$ cat src/rtl/muldiv_unit.sv
`default_nettype none
// ============================================================================
//  Module      : muldiv_unit
//  Description : Iterative RV32M multiply/divide unit. Shift-add multiply and
//                restoring divide over operand magnitudes, sign fix-up and
//                special-case selection in a final FIX step. Fixed latency.
//  Revision    : 1.0  initial release
// ============================================================================
module muldiv_unit (
  input  logic        clk,
  input  logic        rst,
  input  logic        i_start,
  input  logic [2:0]  i_funct3,
  input  logic [31:0] i_op_a,
  input  logic [31:0] i_op_b,
  input  logic [4:0]  i_rd_in,
  output logic        o_busy,
  output logic        o_done,
  output logic [31:0] o_result,
  output logic [4:0]  o_rd_out,
  output logic        o_we
);

  localparam logic [2:0] c_MUL    = 3'b000;
  localparam logic [2:0] c_MULH   = 3'b001;
  localparam logic [2:0] c_MULHSU = 3'b010;
  localparam logic [2:0] c_MULHU  = 3'b011;
  localparam logic [2:0] c_DIV    = 3'b100;
  localparam logic [2:0] c_DIVU   = 3'b101;
  localparam logic [2:0] c_REM    = 3'b110;
  localparam logic [2:0] c_REMU   = 3'b111;

  typedef enum logic [1:0] {
    S_IDLE = 2'd0,
    S_CALC = 2'd1,
    S_FIX  = 2'd2,
    S_DONE = 2'd3
  } state_t;

  state_t      r_state;
  logic [4:0]  r_cnt;
  logic [2:0]  r_f3;
  logic [4:0]  r_rd;
  logic [31:0] r_hi;      // product high half / partial remainder
  logic [31:0] r_lo;      // multiplier bits + product low half / quotient
  logic [31:0] r_b;       // multiplicand magnitude / divisor magnitude
  logic [31:0] r_a;       // original dividend, returned on REM by zero
  logic        r_negq;    // negate product or quotient
  logic        r_negr;    // negate remainder
  logic        r_dz;      // divisor was zero
  logic        r_ovf;     // signed overflow 0x80000000 / -1
  logic        r_busy;
  logic        r_done;
  logic        r_we;
  logic [31:0] r_result;
  logic [4:0]  r_rd_out;

  logic        w_a_signed;
  logic        w_b_signed;
  logic        w_a_neg;
  logic        w_b_neg;
  logic [31:0] w_a_mag;
  logic [31:0] w_b_mag;
  logic [32:0] w_sum;
  logic [32:0] w_trial;
  logic [33:0] w_diff;
  logic        w_ge;
  logic [63:0] w_prod;
  logic [31:0] w_quo;
  logic [31:0] w_rem;
  logic [31:0] w_final;

  // Operand signedness decode and magnitude extraction at accept time
  always_comb begin
    w_a_signed = (i_funct3 == c_MULH) || (i_funct3 == c_MULHSU) ||
                 (i_funct3 == c_DIV)  || (i_funct3 == c_REM);
    w_b_signed = (i_funct3 == c_MULH) || (i_funct3 == c_DIV) ||
                 (i_funct3 == c_REM);
    w_a_neg    = w_a_signed && i_op_a[31];
    w_b_neg    = w_b_signed && i_op_b[31];
    w_a_mag    = w_a_neg ? (32'd0 - i_op_a) : i_op_a;
    w_b_mag    = w_b_neg ? (32'd0 - i_op_b) : i_op_b;
  end

  // One iteration of shift-add multiply and restoring divide
  always_comb begin
    w_sum   = {1'b0, r_hi} + (r_lo[0] ? {1'b0, r_b} : 33'd0);
    w_trial = {r_hi, r_lo[31]};
    w_diff  = {1'b0, w_trial} - {2'b00, r_b};
    w_ge    = ~w_diff[33];
  end

  // Sign correction and special-case result selection for the FIX step
  always_comb begin
    w_prod  = r_negq ? (64'd0 - {r_hi, r_lo}) : {r_hi, r_lo};
    w_quo   = r_negq ? (32'd0 - r_lo) : r_lo;
    w_rem   = r_negr ? (32'd0 - r_hi) : r_hi;
    w_final = 32'd0;
    case (r_f3)
      c_MUL:                     w_final = w_prod[31:0];
      c_MULH, c_MULHSU, c_MULHU: w_final = w_prod[63:32];
      c_DIV, c_DIVU: begin
        if (r_dz)       w_final = 32'hFFFF_FFFF;
        else if (r_ovf) w_final = 32'h8000_0000;
        else            w_final = w_quo;
      end
      default: begin
        if (r_dz)       w_final = r_a;
        else if (r_ovf) w_final = 32'd0;
        else            w_final = w_rem;
      end
    endcase
  end

  // Control FSM, iteration datapath and registered outputs
  always_ff @(posedge clk or posedge rst) begin
    if (rst) begin
      r_state  <= S_IDLE;
      r_cnt    <= 5'd0;
      r_f3     <= 3'd0;
      r_rd     <= 5'd0;
      r_hi     <= 32'd0;
      r_lo     <= 32'd0;
      r_b      <= 32'd0;
      r_a      <= 32'd0;
      r_negq   <= 1'b0;
      r_negr   <= 1'b0;
      r_dz     <= 1'b0;
      r_ovf    <= 1'b0;
      r_busy   <= 1'b0;
      r_done   <= 1'b0;
      r_we     <= 1'b0;
      r_result <= 32'd0;
      r_rd_out <= 5'd0;
    end else begin
      r_done <= 1'b0;
      r_we   <= 1'b0;
      case (r_state)
        S_IDLE: begin
          if (i_start) begin
            r_state <= S_CALC;
            r_busy  <= 1'b1;
            r_cnt   <= 5'd0;
            r_f3    <= i_funct3;
            r_rd    <= i_rd_in;
            r_a     <= i_op_a;
            r_hi    <= 32'd0;
            r_negr  <= w_a_neg;
            r_negq  <= (i_funct3 == c_MUL || i_funct3 == c_MULHU) ?
                       1'b0 : (w_a_neg ^ w_b_neg);
            r_dz    <= (i_op_b == 32'd0);
            r_ovf   <= (i_funct3 == c_DIV || i_funct3 == c_REM) &&
                       (i_op_a == 32'h8000_0000) && (i_op_b == 32'hFFFF_FFFF);
            if (i_funct3[2]) begin
              // divide: dividend shifts out of r_lo, quotient shifts in
              r_lo <= w_a_mag;
              r_b  <= w_b_mag;
            end else begin
              // multiply: multiplier in r_lo, multiplicand added into r_hi
              r_lo <= w_b_mag;
              r_b  <= w_a_mag;
            end
          end
        end
        S_CALC: begin
          if (r_f3[2]) begin
            r_hi <= w_ge ? w_diff[31:0] : w_trial[31:0];
            r_lo <= {r_lo[30:0], w_ge};
          end else begin
            r_hi <= w_sum[32:1];
            r_lo <= {w_sum[0], r_lo[31:1]};
          end
          r_cnt <= r_cnt + 5'd1;
          if (r_cnt == 5'd31) r_state <= S_FIX;
        end
        S_FIX: begin
          r_state  <= S_DONE;
          r_result <= w_final;
          r_rd_out <= r_rd;
          r_done   <= 1'b1;
          r_we     <= (r_rd != 5'd0);
        end
        default: begin
          r_state <= S_IDLE;
          r_busy  <= 1'b0;
        end
      endcase
    end
  end

  assign o_busy   = r_busy;
  assign o_done   = r_done;
  assign o_we     = r_we;
  assign o_result = r_result;
  assign o_rd_out = r_rd_out;

endmodule
`default_nettype wire
$ cat config.mk
export PLATFORM = sky130hd
export DESIGN_NAME = muldiv_unit
export DESIGN_NICKNAME = d
export VERILOG_FILES = /design/src/rtl/muldiv_unit.sv
export SDC_FILE = /design/constraint.sdc
export NUM_CORES = 1
export LEC_CHECK = 0
export ABC_CLOCK_PERIOD_IN_PS = 8600
export CORE_MARGIN = 2
export CORE_UTILIZATION = 60
export DETAILED_ROUTE_END_ITERATION = 16
export HOLD_SLACK_MARGIN = 0.02
export PLACE_DENSITY = 0.81
export SETUP_SLACK_MARGIN = 0.3
export SLEW_MARGIN = 20
export SYNTH_ARGS = -nofsm -noshare
export SYNTH_HDL_FRONTEND = slang
export SYNTH_SLANG_ARGS = --single-unit
$ cat constraint.sdc
create_clock -name clk -period 8.6 [get_ports clk]
set_input_delay 1.72 -clock clk [delete_from_list [all_inputs] [get_ports clk]]
set_output_delay 1.72 -clock clk [all_outputs]
set_load 0.05 [all_outputs]
==> results.tsv <==
stage	metric	value	unit
clock_tree	Resized Gates After CTS	0	
sta	RSZ-0062 raised after global routing	false	
critical_path	CP endpoint kind	register	
route	total wire length	49.9	mm
floorplan	Die H	167	um
floorplan	overall die width	167	um
grt	routing layer with the top usage in global route	met2	
synth	XOR/XNOR share of the synthesized area	11.1	%
pwr	overall power of the completed layout	7070	uW
placed_design	Routability Congestion	0.957	
floorplan	row cnt	59	
clock_tree	Post-CTS Setup Inserts	0	
finish	ratio of cells with drive above 1 in the final layout	7.31	%
run_status	status	finished clean	
critical_path	kind of start point of the critical path	register	
sta	smallest setup slack after layout	4000	ps
pwr	Pwr Density	400	nW/um^2
critical_path	cells traversed along the worst timing path	inv_1 -> nor2_1 -> ha_1 -> nor2b_1 -> o31a_1 -> o21ai_0 -> a31oi_1 -> a31oi_1 -> o211ai_1 -> a41o_1 -> a211oi_1 -> o21ai_0 -> a22o_1	
clock_tree	hold-fix buffers at CTS	0	
placed_design	worst setup slack after placement	3660	ps
critical_path	crit path kind	reg -> reg	
placed_design	quantity of I/O buffers inserted on ports	114	
critical_path	Max stage delay cell, worst path	inv_1	
route	routed via count	15573	
synth	area share of the largest cell type after synthesis	29.4	%
synth	Post-Synthesis Cells	1980	
synth	dominant synthesized flop cell	dfrtp_1	
route	Final ANT Viol Nets	0	
synth	area share of and/or/nand/nor cells after synthesis	17.6	%
synth	flip-flop and latch count after synthesis	187	
finish	number of cells in the finished layout apart from fillers	2347	
floorplan	I/O pin count	115	
clock_tree	clock edge transition at the registers on the reported setup and hold paths	80	ps
sta	hold violation total from the final report	0	
grt	pin count of the biggest net entering global routing	134	
synth	main area contributors after synthesis	dfrtp_1, xnor2_1, ha_1	
finish	commonest non-fill, non-tap cell in the layout	nor2_1	
run	MaxCap Viol Count	0	
pwr	VDD IR max	0.234	mV
finish	diode insertion count for antenna repair	0	
sta	final critical-path share of the clock period	53.5	%
critical_path	setup slack, reg-to-reg	4000	ps
sta	Final Slew Violations	0	
grt	via count of the first global-routing pass	14332	
synth	net count of the mapped netlist	2131	
grt	global-route met3 utilization	5.96	%
sta	transition time at the pin with the least slew margin	1120	ps
synth	largest family of logic cells by synthesized area	compound AO/OA/AOI/OAI gates	
placed_design	Inst Count DP	2315	
clock_tree	clock latency at the later pin of the worst-skew pair	450	ps
clock_tree	Clock H-tree levels	4	
finish	synthesis-to-finish area growth	11.3	%
synth	portion of netlist area occupied by mux cells	6.08	%
route	count of unresolved DRC violations after routing	0	
route	initial DRC count	2192	
worst_hold_path	worst hold path cell count	2	
route	average vias per placed instance	6.64	
clock_tree	CTS tree	built	
grt	global-route met1 utilization	51.4	%
critical_path	longest individual stage delay on the worst path	810	ps
sta	number of failing setup endpoints in the final timing report	0	
critical_path	required time of the worst setup path	8940	ps
sta	relative max-transition margin	24.9	%
critical_path	worst reg-to-reg path cell count	13	
clock_tree	CTS Root Cell	clkbuf_16	
synth	post-synth design cell area	15900	sq um
grt	overall overflow remaining after global route	0	
finish	filler instances	2186	
synth	cell type contributing the most total cell area after synthesis	dfrtp_1	
synth	portion of the post-synthesis area used by sequential elements	29.4	%
floorplan	area inside the core boundary	26100	sq um
grt	combined global-route utilization of all metal layers	35.3	%
floorplan	die footprint	27800	sq um
grt	first-pass GRT wire length	78.9	mm
critical_path	Arr. time, crit path	4940	ps
sta	top achievable clock speed	217	MHz
placed_design	total half-perimeter wirelength after legalization and detailed placement	36.8	mm
synth	Post-synth EDFFs	0	
floorplan	Initial Utilization	61.0	%
route	number of detailed-route iterations in the first pass	7	
route	mean routed wirelength per cell	21.3	um
synth	Unique masters post-synth	79	
grt	initial antenna violation count	0	
sta	Tmin final	4600	ps
critical_path	crit path max fanout	32	
finish	commonest cells after routing, fill and taps aside	nor2_1, dfrtp_1, a21oi_1	
synth	Yosys warning count	0	
clock_tree	worst-case clock buffer depth	2	
sta	skew final	17.1	ps
synth	Avg Inst Size Synth	8.03	sq um
synth	adder and majority cell fraction of the synthesized area	6.08	%
clock_tree	number of sinks handled by clock tree synthesis	187	
finish	net count reported at finish	2150	
grt	GRT met2 Usage	54.6	%
clock_tree	clock buffer count from CTS	17	
synth	post-synthesis compound-gate area fraction	25.1	%
pwr	static leakage power	0.00727	uW
sta	Setup TNS Final	0	ps
synth	Async S/R FF share, synth	100	%
worst_hold_path	worst hold path type	reg -> reg	
==> synthesized netlist by cell type, types with 14 or more instances <==
master and n:
a211oi_1 35, a21o_1 26, a21oi_1 175, a221oi_1 58, a22oi_1 30, and2_1 14
buf_1 14, clkbuf_1 114, dfrtp_1 187, ha_1 74, inv_1 66, mux2_2 60
mux2i_1 29, nand2_1 165, nand2b_1 16, nand3_1 23, nand4_1 16, nor2_1 239
nor3_1 44, nor4_1 14, o21ai_0 171, o31ai_1 22, or3_1 14, xnor2_1 144
xor2_1 57
==> stage by stage <==
stage	util (%)	hold WS (ps)	area (sq um)
floorplan	-	450	15900
global placement	65.7	465	17100
detailed placement	65.7	476	17100
CTS	67.9	495	17700
global route	67.9	510	17700
finish	67.9	489	17700
==> flip-flops by register name (all words and copies together) (netlist names), 3 cells and up <==
name	cells
r_cnt	5
r_b	32
r_f3	3
o_result	32
r_rd	5
r_a	32
r_lo	32
o_rd_out	5
r_hi	32
==> where the power goes <==
part / switching [uW] / total, uW / internal, uW
combinational: 2710 / 4430 / 1730
sequential: 581 / 1860 / 1280
clock: 398 / 783 / 385
total: 3690 / 7070 / 3390
==> metal layers <==
metal,vias up,routed length [um],share of wire (%)
met5,-,0,0
met4,0,1340,2.7
met3,134,4960,9.9
met2,878,21900,44
met1,7360,21700,44
li1,7201,-,-
==> critical path, delay by kind of cell (launching register included) <==
kind | cells | cell delay [ps]
buffers and inverters | 1 | 810
AOI/OAI and AO/OA | 9 | 2540
adders and majority gates | 1 | 370
DFF | 1 | 460
and+or+nand+nor | 2 | 300
==> cell families after synthesis <==
group | Yosys count
AOI/OAI and AO/OA | 625
and+or+nand+nor | 605
buffers and inverters | 197
muxes | 89
DFF | 187
xor gates and xnor gates | 201
adders and majority gates | 76
==> cell type report <==
cell class / instances / area [sq um] / area share (%)
clock buffer: 19 / 433 / 2.45
clock inverter: 13 / 125 / 0.707
inverter: 67 / 259 / 1.46
multi-input combinational: 1596 / 10500 / 59.4
sequential: 187 / 4680 / 26.5
tap: 335 / 419 / 2.37
timing repair buffer: 130 / 1260 / 7.10
==> final timing paths <==
kind,start,endpoint
worst max-delay path,r_lo[0],r_hi[31]
worst min-delay path,r_b[30],r_b[30]
worst max register to register,r_lo[0],r_hi[31]
worst min register to register,r_b[30],r_b[30]
max in group asynchronous,rst,r_negq
min in group asynchronous,rst,r_hi[3]
No activity file was read; power rests on OpenSTA's default activity.
